$ cat config.mk
export PLATFORM = sky130hd
export DESIGN_NAME = tpu_instr_sequencer
export DESIGN_NICKNAME = d
export VERILOG_FILES = /design/src/rtl/tpu_pkg.sv /design/src/rtl/tpu_seq_timer.sv /design/src/rtl/tpu_instr_sequencer.sv
export SDC_FILE = /design/constraint.sdc
export NUM_CORES = 1
export LEC_CHECK = 0
export ABC_AREA = 0
export ABC_CLOCK_PERIOD_IN_PS = 3700
export BUFFER_PORTS_ARGS = -buffer_cell sky130_fd_sc_hd__buf_4
export CORE_MARGIN = 3
export CORE_UTILIZATION = 34
export CTS_CLUSTER_SIZE = 20
export DETAILED_ROUTE_END_ITERATION = 10
export HOLD_SLACK_MARGIN = 0.1
export RECOVER_POWER = 50
export SLEW_MARGIN = 20
export SYNTH_ARGS = -nofsm -noshare
export SYNTH_HDL_FRONTEND = slang
export SYNTH_HIERARCHICAL = 1
export SYNTH_SLANG_ARGS = --single-unit
$ cat constraint.sdc
create_clock -name clk -period 3.7 [get_ports clk]
set_input_delay 1.11 -clock clk [delete_from_list [all_inputs] [get_ports clk]]
set_output_delay 1.11 -clock clk [all_outputs]
set_load 0.005 [all_outputs]
$ cat src/rtl/tpu_pkg.sv
// Shared TPU definitions: instruction field widths, opcode encoding and
// sequencer state encoding.
package tpu_pkg;

   localparam int INSTR_W = 16;
   localparam int OPC_W   = 3;
   localparam int IMM_W   = 13;

   typedef enum logic [2:0] {
      OP_NOP         = 3'b000,
      OP_LOAD_ADDR   = 3'b001,
      OP_LOAD_WEIGHT = 3'b010,
      OP_LOAD_INPUT  = 3'b011,
      OP_COMPUTE     = 3'b100,
      OP_STORE       = 3'b101,
      OP_RSVD        = 3'b110,
      OP_HALT        = 3'b111
   } opcode_t;

   typedef enum logic [1:0] {
      S_IDLE    = 2'b00,
      S_COMPUTE = 2'b01,
      S_HALTED  = 2'b10
   } seq_state_t;

endpackage

$ cat src/rtl/tpu_seq_timer.sv
// Loadable down-counter that times the systolic compute/drain window.
// done is high while the count sits at zero.
module tpu_seq_timer #(
   parameter int CNT_W = 3
) (
   input  logic             clk,
   input  logic             reset,
   input  logic             load,
   input  logic [CNT_W-1:0] load_val,
   input  logic             en,
   output logic [CNT_W-1:0] cnt,
   output logic             done
);

   always_ff @(posedge clk) begin
      if (reset) begin
         cnt <= '0;
      end else if (load) begin
         cnt <= load_val;
      end else if (en && (cnt != '0)) begin
         cnt <= cnt - 1'b1;
      end
   end

   assign done = (cnt == '0);

endmodule

$ cat src/rtl/tpu_instr_sequencer.sv
// TPU instruction sequencer: decodes the host instruction stream, owns the
// base-address register and drives the load/compute/store controls.
module tpu_instr_sequencer #(
   parameter int INSTR_W        = 16,
   parameter int IMM_W          = 13,
   parameter int COMPUTE_CYCLES = 6,
   parameter int CNT_W          = 3
) (
   input  logic               clk,
   input  logic               reset,
   input  logic               instr_valid,
   input  logic [INSTR_W-1:0] instr,
   output logic               instr_ready,
   output logic [IMM_W-1:0]   base_addr,
   output logic               load_weight_en,
   output logic               load_input_en,
   output logic               compute_en,
   output logic               store_en,
   output logic               busy,
   output logic               halted,
   output logic               illegal_op
);

   import tpu_pkg::*;

   localparam logic [CNT_W-1:0] CNT_LOAD = CNT_W'(COMPUTE_CYCLES - 1);

   seq_state_t       state;
   seq_state_t       state_nxt;
   opcode_t          opc;
   logic [IMM_W-1:0] imm;
   logic             accept;
   logic             tmr_load;
   logic             tmr_done;
   logic [CNT_W-1:0] tmr_cnt;

   assign opc         = opcode_t'(instr[INSTR_W-1 -: OPC_W]);
   assign imm         = instr[IMM_W-1:0];
   assign instr_ready = (state == S_IDLE) && !reset;
   assign accept      = instr_valid && instr_ready;
   assign tmr_load    = accept && (opc == OP_COMPUTE);

   tpu_seq_timer #(
      .CNT_W (CNT_W)
   ) u_timer (
      .clk      (clk),
      .reset    (reset),
      .load     (tmr_load),
      .load_val (CNT_LOAD),
      .en       (state == S_COMPUTE),
      .cnt      (tmr_cnt),
      .done     (tmr_done)
   );

   always_comb begin
      state_nxt = state;
      case (state)
         S_IDLE: begin
            if (accept && (opc == OP_COMPUTE)) begin
               state_nxt = S_COMPUTE;
            end else if (accept && (opc == OP_HALT)) begin
               state_nxt = S_HALTED;
            end
         end
         // Last window cycle is the one where the counter has reached zero.
         S_COMPUTE: begin
            if (tmr_done) begin
               state_nxt = S_IDLE;
            end
         end
         S_HALTED: state_nxt = S_HALTED;
         default:  state_nxt = S_IDLE;
      endcase
   end

   always_ff @(posedge clk) begin
      if (reset) begin
         state          <= S_IDLE;
         base_addr      <= '0;
         load_weight_en <= 1'b0;
         load_input_en  <= 1'b0;
         store_en       <= 1'b0;
         illegal_op     <= 1'b0;
      end else begin
         state          <= state_nxt;
         load_weight_en <= accept && (opc == OP_LOAD_WEIGHT);
         load_input_en  <= accept && (opc == OP_LOAD_INPUT);
         store_en       <= accept && (opc == OP_STORE);
         illegal_op     <= accept && (opc == OP_RSVD);
         if (accept && (opc == OP_LOAD_ADDR)) begin
            base_addr <= imm;
         end
      end
   end

   assign compute_en = (state == S_COMPUTE);
   assign busy       = (state != S_IDLE);
   assign halted     = (state == S_HALTED);

   logic unused_cnt;
   assign unused_cnt = ^tmr_cnt;

endmodule

==> results.cfg <==
[timing]
max_freq_ghz = 0.361
rsz0062_at_grt = no
finalSetupViolations = 0
max_slew_margin_pct = 55.5
slew_viol_final = 0
min_period_ns = 2.77
post-route-period-util_pct = 74.8
finalHoldViolCount = 0
whs_ns = 0.486
tns_ns = 0
max_slew.worst_pin.slew_ns = 0.662
skew_ns = 0.0118

[floorplanning]
die_w_um = 60.4
row_count = 19
initial_utilization_pct = 36.1
design.die.area_mm2 = 0.00364
die_height_um = 60.4
ioPinCount = 40
core-area_mm2 = 0.00278

[finish]
synthToLayoutAreaGrowth_pct = 31.0
seq_area_um2 = 440
fin_nets = 171
fillCellCount = 280
multi_input_area_um2 = 465
diodes = 0
post_route_cells_drive_above_1_share_pct = 32.2

[setup_path]
startpoint_type = primary input
cp.arrival_ns = 1.66
timing.rr.start = state[0]
worst-path-max-fanout = 21
rr_worst_depth = 5
reg2reg_to = u_timer/cnt[1]
critPathKind = primary input to output pin
crit_path_start = reset
critPathCaptureType = output pin
reg2reg_slack_ns = 1.93
crit_required_ns = 2.59

[detailed_routing]
drtPass1Iterations = 2
drt-initial-drc-count = 19
via_count = 927
drt-total-wl_um = 2410
antenna_left = 0
post-route-drc-count = 0
wl_per_cell_um = 13.4
vias_per_cell = 5.15

[place]
hpwl_um = 1750
gp_congestion = 0.761
io_buffer_count = 39

[logic_synthesis]
syn_area_mm2 = 0.00100
ys_async_sr_fraction_pct = 0
ys_dominant_reg_cell = dfxtp_1
synth-seq-cells = 22
avgSynthCellArea_um2 = 9.22
syn_inst = 109
ys_seq_area_share_pct = 43.8
yosysWarnings = 6
synth_edf_count = 0
synth_top_area_share_pct = 43.8
synth.cells.most_frequent = 22 x dfxtp_1, 14 x a21oi_1, 14 x nand3_1
yosysMostFrequentCell = dfxtp_1
yosysUniqueCellTypes = 32
synth_top_cell_by_area = dfxtp_1
synth_area_leaders = dfxtp_1 44%, o21ai_2 8.7%, a21oi_1 7.0%

[cts]
h-tree-depth = 1
ctsHoldBuffers = 0
clk_latency_ns = 0.32
cts_tree = done
cts_made_buffers = 3
cts_buffer_depth = 2
cts_sinks = 22
cts_resized = 0
cts.root.buffer_cell = clkbuf_4
postCtsSetupRepairBufs = 0
clk_pin_slew_ns = 0.12

[flow_run]
max_cap_viol_count = 0

[grt]
overflow = 0
grt_usage_pct = 14.0
grt_pass1_vias = 857
antenna_found_initial = 0
grt_first_pass_wirelength_um = 3820
grt_max_degree = 22

[min_path]
holdPathEnd = base_addr[6]
hold_path_depth = 2
hold_start = base_addr[6]
hold_path_class = flop to flop

[power]
p_leak_uw = 0.000542
cellPowerDensity_mw_per_mm2 = 364
vdd_drop_max_mv = 0.236

[status]
status = completed
-- where the power goes --
part	leakage [uW]	switching (uW)	internal, uW
Clock	0.0000279	75.6	110
Combinational	0.000336	25.0	26.4
Sequential	0.000178	2.60	241
-- cells in the final DEF, fill, tap and decap left out, drive strengths merged, types with 2 or more instances in the layout --
master and count:
nand2b 2, inv 4, conb 3, clkbuf 9, nor3 5, nor3b 2
a21oi 14, or3 2, nand2 4, dfxtp 22, nand3 14, nand3b 2
ha 2, o21ai 13, buf 35, a31oi 2
-- logic make-up after synthesis --
family                     synth area share (%)
other                                     0.747
xor gates and xnor gates                  0.872
adders and majority gates                  2.49
buffers and inverters                      6.23
DFF                                        43.8
and+or+nand+nor                            25.0
AOI/OAI and AO/OA                          20.8
-- how the worst max path moves through the flow --
stage / end / slack (ns)
6_report: instr_ready / 0.93
2_1_floorplan: instr_ready / 1.16
3_5_place_dp: instr_ready / 0.93
3_3_place_gp: instr_ready / 0.93
4_1_cts: instr_ready / 0.92
5_1_grt: instr_ready / 0.87
-- per-layer routing --
metal | track usage [%] | vias up | share of wire, % | routed length, um
met4 | 3.80 | 0 | 0.87 | 21
met3 | 4.68 | 4 | 7.8 | 189
li1 | - | 465 | - | -
met5 | 0 | - | 0 | 0
met1 | 16.6 | 430 | 45 | 1090
met2 | 24.1 | 28 | 46 | 1100
-- area by class of cell --
class                      instances  area share [%]
clock buffer                       3            1.71
clock inverter                     1            2.28
inverter                           4            1.14
multi-input combinational         78            35.4
sequential                        22            33.5
tap                               31            2.95
timing repair buffer              41            23.1
-- through the flow --
step / total power, uW / util [%] / setup WS (ns) / instances / cell area (um^2)
after detailed placement: 305 / 47.0 / 0.927 / 176 / 1310
after floorplan: 276 / - / 1.16 / 110 / 1010
after CTS: 490 / 48.9 / 0.918 / 180 / 1360
final: 480 / 47.3 / 0.932 / 180 / 1320
after global routing: 505 / 47.3 / 0.866 / 180 / 1320
after global placement: 304 / 47.0 / 0.932 / 176 / 1310
-- worst max-delay path: stages --
cell and delay (ns):
buf_4 0.18, nor3_1 0.21, buf_4 0.15
-- sequential cells by signal (all words and copies together), names as in the netlist --
register and count:
illegal_op 1, load_weight_en 1, state 2, base_addr 13, load_input_en 1, u_timer/cnt 3, store_en 1
Power figures use the tool's default switching activity.
